[config.mk]
export PLATFORM = sky130hd
export DESIGN_NAME = tl_dmi_protocol_monitor
export DESIGN_NICKNAME = d
export VERILOG_FILES = /design/src/rtl/tl_dmi_protocol_monitor.sv
export SDC_FILE = /design/constraint.sdc
export NUM_CORES = 1
export LEC_CHECK = 0
export ABC_AREA = 1
export BUFFER_PORTS_ARGS = -buffer_cell sky130_fd_sc_hd__buf_2
export CAP_MARGIN = 40
export CORE_ASPECT_RATIO = 2
export CORE_UTILIZATION = 53
export CTS_CLUSTER_SIZE = 14
export DETAILED_ROUTE_END_ITERATION = 8
export MAX_ROUTING_LAYER = met4
export PLACE_DENSITY = 0.8
export REMOVE_ABC_BUFFERS = 1
export SLEW_MARGIN = 20
export SYNTH_ARGS = -nofsm -noshare
export SYNTH_HDL_FRONTEND = slang
export SYNTH_SLANG_ARGS = --single-unit
export TNS_END_PERCENT = 30
[constraint.sdc]
create_clock -name clock -period 1.8 [get_ports clock]
set_clock_uncertainty 0.1 [all_clocks]
set_input_delay 0.09 -clock clock [delete_from_list [all_inputs] [get_ports clock]]
set_output_delay 0.09 -clock clock [all_outputs]
set_load 0.005 [all_outputs]
[src/rtl/tl_dmi_protocol_monitor.sv]
// Passive TileLink-UL protocol monitor for the debug module DMI slave port: sticky error flags.
// Optional macro TL_MONITOR_ASSERT_EN adds non-fatal immediate assertions for every check.

`ifdef TL_MONITOR_ASSERT_EN
module tl_dmi_protocol_monitor_checker (
    input  logic       clock,
    input  logic       reset,
    input  logic [8:0] err_vec
);

    function automatic string check_name(input int idx);
        case (idx)
            0:       check_name = "a_opcode_illegal";
            1:       check_name = "a_misaligned";
            2:       check_name = "a_unstable";
            3:       check_name = "d_opcode_illegal";
            4:       check_name = "d_mismatch";
            5:       check_name = "d_unexpected";
            6:       check_name = "a_overflow";
            7:       check_name = "d_unstable";
            8:       check_name = "timeout";
            default: check_name = "unknown";
        endcase
    endfunction

    // Report every check that fires in the cycle it is detected; never stops simulation.
    always @(posedge clock) begin
        if (!reset) begin
            for (int i = 0; i < 9; i++) begin
                assert (!err_vec[i])
                else $warning("tl_dmi_protocol_monitor: %s at %0t", check_name(i), $time);
            end
        end
    end

endmodule
`endif

module tl_dmi_protocol_monitor #(
    parameter int ADDR_W  = 7,
    parameter int TIMEOUT = 64
) (
    input  logic              clock,
    input  logic              reset,
    input  logic              io_in_a_ready,
    input  logic              io_in_a_valid,
    input  logic [2:0]        io_in_a_bits_opcode,
    input  logic [ADDR_W-1:0] io_in_a_bits_address,
    input  logic              io_in_d_ready,
    input  logic              io_in_d_valid,
    input  logic [2:0]        io_in_d_bits_opcode,
    output logic [8:0]        err_flags,
    output logic              err_any,
    output logic              inflight
);

    localparam int CNT_W = (TIMEOUT > 0) ? $clog2(TIMEOUT + 1) : 1;

    function automatic logic a_opcode_legal(input logic [2:0] op);
        case (op)
            3'd0, 3'd1, 3'd4: a_opcode_legal = 1'b1;
            default:          a_opcode_legal = 1'b0;
        endcase
    endfunction

    function automatic logic d_opcode_legal(input logic [2:0] op);
        case (op)
            3'd0, 3'd1: d_opcode_legal = 1'b1;
            default:    d_opcode_legal = 1'b0;
        endcase
    endfunction

    logic              inflight_r;
    logic              stored_is_get_r;
    logic              a_stall_r;
    logic [2:0]        a_op_prev_r;
    logic [ADDR_W-1:0] a_addr_prev_r;
    logic              d_stall_r;
    logic [2:0]        d_op_prev_r;
    logic [8:0]        err_flags_r;

    logic              a_fire_s;
    logic              d_fire_s;
    logic              a_is_get_s;
    logic              exp_get_s;
    logic              timeout_s;
    logic [8:0]        err_s;
    logic              inflight_nxt_s;
    logic              is_get_nxt_s;

    assign a_fire_s   = io_in_a_valid & io_in_a_ready;
    assign d_fire_s   = io_in_d_valid & io_in_d_ready;
    assign a_is_get_s = (io_in_a_bits_opcode == 3'd4);
    // Response is matched to the stored request, or to the same-cycle request on pass-through.
    assign exp_get_s  = inflight_r ? stored_is_get_r : a_is_get_s;

    // Per-cycle protocol checks on current inputs plus recorded history.
    always_comb begin
        err_s    = 9'd0;
        err_s[0] = io_in_a_valid & ~a_opcode_legal(io_in_a_bits_opcode);
        err_s[1] = io_in_a_valid & (io_in_a_bits_address[1:0] != 2'd0);
        err_s[2] = a_stall_r & (~io_in_a_valid
                              | (io_in_a_bits_opcode != a_op_prev_r)
                              | (io_in_a_bits_address != a_addr_prev_r));
        err_s[3] = io_in_d_valid & ~d_opcode_legal(io_in_d_bits_opcode);
        err_s[4] = d_fire_s & (inflight_r | a_fire_s)
                 & (io_in_d_bits_opcode != {2'd0, exp_get_s});
        err_s[5] = d_fire_s & ~inflight_r & ~a_fire_s;
        err_s[6] = a_fire_s & inflight_r & ~d_fire_s;
        err_s[7] = d_stall_r & (~io_in_d_valid | (io_in_d_bits_opcode != d_op_prev_r));
        err_s[8] = timeout_s;
    end

    // Outstanding-request tracking; a same-cycle pass-through leaves nothing outstanding.
    always_comb begin
        inflight_nxt_s = inflight_r;
        is_get_nxt_s   = stored_is_get_r;
        if (a_fire_s && !(d_fire_s && !inflight_r)) begin
            inflight_nxt_s = 1'b1;
            is_get_nxt_s   = a_is_get_s;
        end else if (d_fire_s) begin
            inflight_nxt_s = 1'b0;
        end else begin
            inflight_nxt_s = inflight_r;
        end
    end

    // Tracking state, handshake history and sticky flags.
    always_ff @(posedge clock or posedge reset) begin
        if (reset) begin
            inflight_r      <= 1'b0;
            stored_is_get_r <= 1'b0;
            a_stall_r       <= 1'b0;
            a_op_prev_r     <= 3'd0;
            a_addr_prev_r   <= '0;
            d_stall_r       <= 1'b0;
            d_op_prev_r     <= 3'd0;
            err_flags_r     <= 9'd0;
        end else begin
            inflight_r      <= inflight_nxt_s;
            stored_is_get_r <= is_get_nxt_s;
            a_stall_r       <= io_in_a_valid & ~io_in_a_ready;
            a_op_prev_r     <= io_in_a_bits_opcode;
            a_addr_prev_r   <= io_in_a_bits_address;
            d_stall_r       <= io_in_d_valid & ~io_in_d_ready;
            d_op_prev_r     <= io_in_d_bits_opcode;
            err_flags_r     <= err_flags_r | err_s;
        end
    end

    generate
        if (TIMEOUT > 0) begin : g_watchdog
            localparam logic [CNT_W-1:0] WD_MAX = CNT_W'(TIMEOUT);
            logic [CNT_W-1:0] wd_cnt_r;

            // Counts cycles spent outstanding without a response, saturating at the limit.
            always_ff @(posedge clock or posedge reset) begin
                if (reset) begin
                    wd_cnt_r <= '0;
                end else if (!inflight_r || d_fire_s) begin
                    wd_cnt_r <= '0;
                end else if (wd_cnt_r != WD_MAX) begin
                    wd_cnt_r <= wd_cnt_r + CNT_W'(1);
                end else begin
                    wd_cnt_r <= wd_cnt_r;
                end
            end

            assign timeout_s = inflight_r & (wd_cnt_r == WD_MAX);
        end else begin : g_no_watchdog
            assign timeout_s = 1'b0;
        end
    endgenerate

    assign err_flags = err_flags_r;
    assign err_any   = |err_flags_r;
    assign inflight  = inflight_r;

`ifdef TL_MONITOR_ASSERT_EN
    tl_dmi_protocol_monitor_checker u_checker (
        .clock   (clock),
        .reset   (reset),
        .err_vec (err_s)
    );
`endif

endmodule

==> summary.txt, run 1 <==
Ys Warns: 0
total setup buffers inserted after CTS: 0
area taken by flip-flops and latches: 826 sq um
crit path launch type: register
fin area: 1910 sq um
Clock power frac: 34.6%
commonest cells in the netlist: nand2_1, dfrtp_1, inv_1
HPWL Detailed: 2.28 mm
drt drc: 0
final setup margin: 0.381 ns
First-pass DRT Iterations: 4
# IOs: 30
Net Sw Frac: 23.8%
Slew Limit Fails: 0
P per Cell Area: 806 nW/um^2
CP Max Fanout: 5
WHS: 0.0197 ns
Detail Route Antenna Nets: 0
Synth top area share: 56.2%
IO buf count: 29
Routed WL: 3.11 mm
Max Clk Rate: 0.705 GHz
Worst-Margin Slew: 0.398 ns
Internal Dissipation: 1.18 mW
final setup violating endpoints: 0
global-route wire length before repair: 5.04 mm
setup slack at placement: 0.386 ns
vias in the first global route: 1252
H-tree level count: 2
reg2reg start: g_watchdog.wd_cnt_r[0]
starting DRC count in detailed routing: 19
FF-to-FF End: g_watchdog.wd_cnt_r[0]
status: finished clean
share of post-route cells with drive strength above 1: 21.1%
sequential fraction of the synthesis area: 56.2%
Clk Latency, worst-skew pair: 0.27 ns
RSZ-0062 raised after global routing: false
Yosys reg bits: 33
critical path type: reg -> reg
TritonCTS clock tree: done
Setup crit end kind: register
Filler Cells Inserted: 198
clock buffer depth: 2
DIE WIDTH: 39.2 um
total negative setup slack: 0 ns
Synth async-reset ratio: 100%
Worst Path Required: 1.90 ns
routed vias/inst: 5.07
net switching power: 368 uW
# clock sinks: 33
Hold Crit Start: io_in_d_valid
final net count: 239
Netlist Area Pre-Place: 1470 sq um
final core utilization: 73.6%
synth top area cells: dfrtp_1, nand2_1, inv_1
fin crit share: 78.8%
worst relative slew slack: 73.5%
Reg power frac: 52.3%
Synth-to-Final Area Change: 30.2%
GRT Util Overall: 24.9%
syn_area_per_cell: 8.96 sq um
Hold EP: err_flags[3]
Post-DP Area: 1660 sq um
Post-Synthesis Cells: 164
crit path DAT: 1.52 ns
total number of vias: 1246
Resize count post-CTS: 0
cell with the most instances after synthesis: nand2_1
grt ovf: 0
starting density of the core: 56.5%
worst reg-to-reg path cell count: 8
Leak: 0.988 nW
Die ar.: 3000 sq um
final hold violations: 0
initial antenna violation count: 0
combinational share of power: 13.1%
Num CTS Buffers: 5
Root Buffer: clkbuf_8
Cell variety after synth: 24
hold crit path type: in -> reg
Reg2Reg Setup Slack: 0.38 ns
Top FF cell, synth: dfrtp_1
placer congestion estimate: 0.824
leading area contributor after synthesis: dfrtp_1
number of synthesized flops with an enable pin: 0
Period minus WS final: 1.42 ns
max cap viols: 0
Clock transition at path regs: 0.06 ns
largest net degree at the start of global routing: 34
# diodes: 0
Worst VDD drop: 654 uV
Vert. Die Dim: 76.5 um
Core ar.: 2600 sq um
Row Count: 26
wire per inst: 12.6 um
Hold Crit Depth: 3
multi-input logic area: 523 sq um
## metrics by stage
stage | power (mW) | std cells
floorplan | 0.922 | 164
global placement | 0.982 | 222
detailed placement | 0.995 | 222
CTS | 1.56 | 246
global route | 1.63 | 246
finish | 1.54 | 246
## registers in the layout, indices dropped and copies added (netlist names)
| register | flops |
|---|---|
| g_watchdog.wd_cnt_r | 7 |
| inflight | 1 |
| a_op_prev_r | 3 |
| a_stall_r | 1 |
| err_flags | 9 |
| stored_is_get_r | 1 |
| d_stall_r | 1 |
| a_addr_prev_r | 7 |
| d_op_prev_r | 3 |
## critical path, cell delays in order (launching register included)
cell	delay [ns]
dfrtp_1	0.42
inv_1	0.10
ha_1	0.15
nand2_1	0.06
nor3_2	0.12
nand3_2	0.14
clkinv_2	0.09
nand2_2	0.05
a21oi_2	0.11
## placed cells by master (no fill, tap or decap), types with 2 or more instances in the layout
cell type      netlist  routed
nand2_1             40      40
o21bai_1             6       6
o21ai_0              4       4
inv_1               30      30
dlygate4sd3_1        0      17
a21oi_1              5       5
buf_2                0      29
dfrtp_1             33      33
xnor2_1              5       5
nor2_1              12      12
ha_1                 2       2
a21oi_2              2       2
nand3_1              8       8
clkbuf_8             0       6
nand4_1              5       5
## layout make-up
class | instances | area share [%]
Sequential cell | 33 | 43.1
Multi-Input combinational cell | 99 | 27.3
Timing Repair Buffer | 47 | 16.9
Inverter | 32 | 6.34
Clock buffer | 7 | 4.51
Tap cell | 28 | 1.83
## worst max path at each step
stage / start / endpoint / slack [ns] / depth (start not counted)
after floorplan: g_watchdog.wd_cnt_r[0] / g_watchdog.wd_cnt_r[0] / 0.54 / 8
after global placement: g_watchdog.wd_cnt_r[0] / g_watchdog.wd_cnt_r[0] / 0.51 / 8
after detailed placement: g_watchdog.wd_cnt_r[0] / g_watchdog.wd_cnt_r[0] / 0.39 / 8
after CTS: g_watchdog.wd_cnt_r[0] / g_watchdog.wd_cnt_r[0] / 0.37 / 8
final: g_watchdog.wd_cnt_r[0] / g_watchdog.wd_cnt_r[0] / 0.38 / 8
after global routing: g_watchdog.wd_cnt_r[0] / g_watchdog.wd_cnt_r[0] / 0.28 / 8
## kinds of logic after synthesis
logic type / synth area share [%]
simple gates: 21.9
flops: 56.2
buf+inv: 8.25
compound gates: 8.43
xor+xnor: 3.57
fa+ha+maj: 1.70
## metal layers
layer	track usage, %	share of wire (%)
met3	6.12	4.4
met1	24.4	36
met4	12.8	3.2
met5	-	0
met2	41.8	57
## power groups by stage
stage	Combinational (mW)	Sequential [mW]	Clock, mW
6_report	0.203	0.807	0.534
5_1_grt	0.229	0.810	0.591
4_1_cts	0.204	0.807	0.553
3_5_place_dp	0.175	0.820	0
3_3_place_gp	0.164	0.818	0
2_1_floorplan	0.107	0.815	0
## repair_timing
| item | in CTS | in global routing |
|---|---|---|
| endpoints found under the setup margin | 0 | 0 |
| endpoints found under the hold margin | 48 | 0 |
| hold buffers | 17 | 0 |
No activity file was read; power rests on OpenSTA's default activity.
==> run 2, diff against run 1 <==
--- a/config.mk
+++ b/config.mk
@@ -9,11 +9,11 @@
 export BUFFER_PORTS_ARGS = -buffer_cell sky130_fd_sc_hd__buf_2
 export CAP_MARGIN = 40
 export CORE_ASPECT_RATIO = 2
-export CORE_UTILIZATION = 53
+export CORE_UTILIZATION = 48
 export CTS_CLUSTER_SIZE = 14
 export DETAILED_ROUTE_END_ITERATION = 8
 export MAX_ROUTING_LAYER = met4
-export PLACE_DENSITY = 0.8
+export PLACE_DENSITY = 0.77
 export REMOVE_ABC_BUFFERS = 1
 export SLEW_MARGIN = 20
 export SYNTH_ARGS = -nofsm -noshare
==> constraint.sdc (replaced) <==
create_clock -name clock -period 1.25 [get_ports clock]
set_clock_uncertainty 0.1 [all_clocks]
set_input_delay 0.0625 -clock clock [delete_from_list [all_inputs] [get_ports clock]]
set_output_delay 0.0625 -clock clock [all_outputs]
set_load 0.005 [all_outputs]
==> run 2 against run 1 <==
  * The flow now finishes with violations (negative setup slack)
  * Power rose by 49%
  * Non-clock buffer count rose by 13
  * Register-to-register slack got worse by 0.46 ns
  * Die area rose by 10%
  * Flip-flop and latch count stayed put
  * Setup slack worse by 0.46 ns
  * Critical path depth stayed put
  * Design area increased by 8.2%
  * Clock-buffer cell count fell by 1
  * Critical endpoint unchanged
  * Largest power group unchanged
  * Highest routed layer unchanged
==> summary.txt, run 2 (synthesis results as in run 1) <==
worst reg-to-reg path cell count: 8
Max Clk Rate: 0.754 GHz
Die ar.: 3300 sq um
wire per inst: 12.9 um
Vert. Die Dim: 80.3 um
share of post-route cells with drive strength above 1: 28.9%
Worst Path Required: 1.36 ns
Pwr Total: 2.30 mW
CP Max Fanout: 5
# clock sinks: 33
starting DRC count in detailed routing: 15
H-tree level count: 2
IO buf count: 29
Setup crit end kind: register
TritonCTS clock tree: done
most frequent cells in the layout: nand2_1, dfrtp_1, buf_2
Synth-to-Final Area Change: 40.9%
Row Count: 28
Routed WL: 3.39 mm
drt drc: 0
Top Family by Delay on Critical Path: flip-flops
final net count: 252
placer congestion estimate: 0.801
fin area: 2070 sq um
# IOs: 30
Root Buffer: clkbuf_8
critical path depth in cells: 8
Filler Cells Inserted: 230
commonest non-fill, non-tap cell in the layout: nand2_1
GRT Util Overall: 24.2%
final setup margin: -0.0770 ns
WHS: 0.00859 ns
dpl cells: 229
Detail Route Antenna Nets: 0
CP max stage cell: dfrtp_1
grt ovf: 0
clock buffer depth: 2
DIE WIDTH: 41.1 um
worst relative slew slack: 72.7%
total number of vias: 1257
global-route wire length before repair: 5.20 mm
crit path DAT: 1.44 ns
starting density of the core: 50.0%
Worst VDD drop: 826 uV
HPWL Detailed: 2.20 mm
Clock transition at path regs: 0.07 ns
# diodes: 0
Slew Limit Fails: 0
First-pass DRT Iterations: 4
RSZ-0062 raised after global routing: true
final hold violations: 0
WP buf/inv: 2
Hold Crit Depth: 3
Leak: 1.08 nW
vias in the first global route: 1245
crit path launch type: register
routed vias/inst: 4.80
Cell Chain, Critical Path: inv_2, ha_4, nand2_2, nor3_2, nand3_2, clkinv_2, nand2_2, a21oi_2
Clk Latency, worst-skew pair: 0.28 ns
max incr delay on CP: 0.40 ns
initial antenna violation count: 0
non-filler cells, final: 262
largest net degree at the start of global routing: 34
Period minus WS final: 1.33 ns
fin crit share: 106%
Core ar.: 2940 sq um
CP most frequent cell: nand2_2
critical path type: reg -> reg
hold crit path type: in -> reg
max reg flops: 9
max cap viols: 0
status: finished, violations left
final setup violating endpoints: 5
Worst-Margin Slew: 0.410 ns
Num CTS Buffers: 5
P per Cell Area: 1110 nW/um^2
Post-DP Area: 1700 sq um
violated checks: negative setup slack
-- run 2: cell count changes in the layout (fill, tap and decap cells not counted), sizes merged --
| cell | delta |
|---|---|
| dlymetal6s4s | +3 |
| clkbuf | -1 |
| clkinv | +2 |
| dlygate4sd3 | +1 |
| buf | +9 |
-- run 2: final cells by class --
type	count	area, sq um	share of cell area (%)
flip-flops and latches	33	826	39.9
well taps	30	37.5	1.81
repair buffers	60	453	21.9
clock inverters	2	10.0	0.483
multi-input cells	99	552	26.6
clock buffers	6	72.6	3.50
inverters	32	121	5.86
-- run 2: power by group --
part	internal, mW	switching, mW
Combinational	0.193	0.184
Sequential	1.12	0.0427
Clock	0.385	0.371
-- run 2: worst register-to-register path: stages (launching register included) --
cell	delay [ns]
dfrtp_1	0.40
inv_2	0.09
ha_4	0.13
nand2_2	0.05
nor3_2	0.13
nand3_2	0.14
clkinv_2	0.08
nand2_2	0.04
a21oi_2	0.10
-- run 2: per-stage QoR --
stage | worst slack (ns) | setup TNS [ns] | util [%]
6_report | -0.0770 | -0.294 | 70.4
2_1_floorplan | -0.0106 | -0.0106 | -
4_1_cts | -0.0807 | -0.322 | 68.6
3_5_place_dp | -0.0651 | -0.155 | 57.7
5_1_grt | -0.181 | -0.937 | 70.4
3_3_place_gp | -0.0427 | -0.0573 | 57.7
-- run 2: worst paths after layout --
| path | startpoint | end | slack (ns) |
|---|---|---|---|
| max in group asynchronous | reset | g_watchdog.wd_cnt_r[3] | 0.44 |
| min in group asynchronous | reset | d_op_prev_r[1] | 0.30 |
| setup / recovery | g_watchdog.wd_cnt_r[0] | g_watchdog.wd_cnt_r[0] | -0.08 |
| hold reg to reg | a_stall_r | err_flags[2] | 0.36 |
| setup reg to reg | g_watchdog.wd_cnt_r[0] | g_watchdog.wd_cnt_r[0] | -0.08 |
| hold / removal | io_in_a_valid | err_flags[0] | 0.009 |
-- run 2: per-layer routing --
layer,GRT usage (%),wire length (um),up-vias
li1,-,-,648
met1,23.3,1310,580
met2,42.0,1900,22
met3,4.97,96,7
met4,11.6,76,0
met5,-,0,-
-- run 2: repair_timing --
| action | CTS | global route |
|---|---|---|
| setup buffers | 3 | 1 |
| endpoints found under the setup margin | 5 | 15 |
| hold buffers | 21 | 0 |
| hold endpoints to repair | 51 | 0 |
| pin swaps | 2 | 4 |
| gates resized for setup | 1 | 20 |
==> run 3, diff against run 2 <==
--- a/config.mk
+++ b/config.mk
@@ -10,8 +10,9 @@
 export CAP_MARGIN = 40
 export CORE_ASPECT_RATIO = 2
 export CORE_UTILIZATION = 48
-export CTS_CLUSTER_SIZE = 14
+export CTS_CLUSTER_SIZE = 10
 export DETAILED_ROUTE_END_ITERATION = 8
+export GPL_TIMING_DRIVEN = 0
 export MAX_ROUTING_LAYER = met4
 export PLACE_DENSITY = 0.77
 export REMOVE_ABC_BUFFERS = 1
==> run 3 against run 2 <==
  * The flow still finishes with violations (negative setup slack)
  * Cell count down 3.4%
  * Register-to-register slack worse by 0.02 ns
  * Critical path type unchanged
  * Critical endpoint unchanged
  * Sequential share of layout area up 0.81 points
  * Design area down 2.0%
  * Highest routed layer unchanged
  * Die area unchanged
  * Power up 11%
  * Setup slack worse by 0.023 ns
  * Global-route usage down 1.7 points
  * Largest cell class unchanged
==> summary.txt, run 3 (synthesis results as in run 1) <==
Reg2Reg Setup Slack: -0.1 ns
WP buf/inv: 2
CP Max Fanout: 5
wire per inst: 12.8 um
commonest non-fill, non-tap cell in the layout: nand2_1
fin area: 2030 sq um
grt ovf: 0
IO buf count: 29
Filler Cells Inserted: 244
Critical Path Start: g_watchdog.wd_cnt_r[0]
hold crit path type: in -> reg
# IOs: 30
starting density of the core: 50.0%
Leak: 1.03 nW
RSZ-0062 raised after global routing: true
routed vias/inst: 4.98
final setup violating endpoints: 7
placer congestion estimate: 0.702
# diodes: 0
total number of vias: 1260
Clk Latency, worst-skew pair: 0.28 ns
Hold EP: err_flags[1]
fin crit share: 108%
Root Buffer: clkbuf_8
DIE WIDTH: 41.1 um
First-pass DRT Iterations: 4
total negative setup slack: -0.339 ns
critical path type: reg -> reg
CP max stage cell: dfrtp_1
Post-DP Area: 1650 sq um
share of post-route cells with drive strength above 1: 28.7%
status: finished, violations left
starting DRC count in detailed routing: 16
Hold Crit Depth: 3
CP most frequent cell: nand2_2
H-tree level count: 2
Core ar.: 2940 sq um
largest net degree at the start of global routing: 34
multi-input logic area: 572 sq um
# clock sinks: 33
worst relative slew slack: 54.5%
initial antenna violation count: 0
HPWL Detailed: 2.05 mm
Max Clk Rate: 0.741 GHz
Hold Crit Start: io_in_a_valid
Slew Limit Fails: 0
Worst VDD drop: 1060 uV
Worst Path Required: 1.37 ns
Cell Chain, Critical Path: inv_2, ha_4, nand2_2, nor3_2, nand3_2, clkinv_2, nand2_2, a21oi_2
crit path DAT: 1.47 ns
critical path depth in cells: 8
global-route wire length before repair: 4.88 mm
violated checks: negative setup slack
Period minus WS final: 1.35 ns
drt drc: 0
FF-to-FF End: g_watchdog.wd_cnt_r[0]
max reg flops: 9
worst reg-to-reg path cell count: 8
WHS: 0.0434 ns
crit path launch type: register
Vert. Die Dim: 80.3 um
GRT Util Overall: 22.6%
Die ar.: 3300 sq um
Worst-Margin Slew: 0.682 ns
max cap viols: 0
Top Family by Delay on Critical Path: flip-flops
setup slack at placement: -0.140 ns
Synth-to-Final Area Change: 38.1%
Num CTS Buffers: 5
Routed WL: 3.23 mm
final net count: 243
Setup crit end kind: register
P per Cell Area: 1250 nW/um^2
reg2reg start: g_watchdog.wd_cnt_r[0]
final hold violations: 0
TritonCTS clock tree: done
vias in the first global route: 1218
max incr delay on CP: 0.39 ns
final setup margin: -0.0999 ns
Clock transition at path regs: 0.07 ns
clock buffer depth: 2
Row Count: 28
area taken by flip-flops and latches: 826 sq um
Detail Route Antenna Nets: 0
most frequent cells in the layout: nand2_1, dfrtp_1, buf_2
[run 3: what timing repair did]
action | CTS | global route
hold buffers | 18 | 0
endpoints found under the setup margin | 6 | 14
gates resized for setup | 3 | 13
setup buffers | 3 | 1
hold endpoints to repair | 51 | 0
gates cloned | 0 | 0
pin swaps | 5 | 6
[run 3: worst min-delay path, delay by kind of cell]
family | cells | cell delay (ns)
buf+inv | 2 | 0.19
compound gates | 1 | 0.14
[run 3: power breakdown]
| group | switching [mW] | leakage (nW) | internal [mW] |
|---|---|---|---|
| clock | 0.373 | 0.0585 | 0.649 |
| combinational | 0.187 | 0.588 | 0.176 |
| sequential | 0.0396 | 0.380 | 1.12 |
| total | 0.600 | 1.03 | 1.95 |
[run 3: how the worst max path moves through the flow]
stage | end | slack (ns)
final | g_watchdog.wd_cnt_r[0] | -0.1
after CTS | g_watchdog.wd_cnt_r[0] | -0.14
after detailed placement | g_watchdog.wd_cnt_r[0] | -0.14
after floorplan | g_watchdog.wd_cnt_r[0] | -0.01
after global placement | g_watchdog.wd_cnt_r[0] | -0.13
after global routing | g_watchdog.wd_cnt_r[0] | -0.20
[run 3: cell type report]
type                            count  share of cell area [%]
Clock buffer                        7                    4.25
Clock inverter                      1                    1.48
Timing Repair Buffer               51                    17.6
Sequential cell                    33                    40.7
Multi-Input combinational cell     99                    28.2
Inverter                           32                    5.98
Tap cell                           30                    1.85
[run 3: metrics by stage]
step | util (%) | std cells | power [mW]
after floorplan | - | 164 | 1.33
after global placement | 56.2 | 223 | 1.42
after detailed placement | 56.2 | 223 | 1.42
after CTS | 67.3 | 252 | 2.53
after global routing | 69.0 | 253 | 2.67
final | 69.0 | 253 | 2.55
[run 3: layer usage]
metal	wire length, um	share of wire (%)	up-vias	GRT usage [%]
met5	0	0	-	-
met4	121	3.7	0	13.2
met3	113	3.5	10	4.97
met2	1770	55	26	37.8
met1	1230	38	593	21.6
li1	-	-	631	-
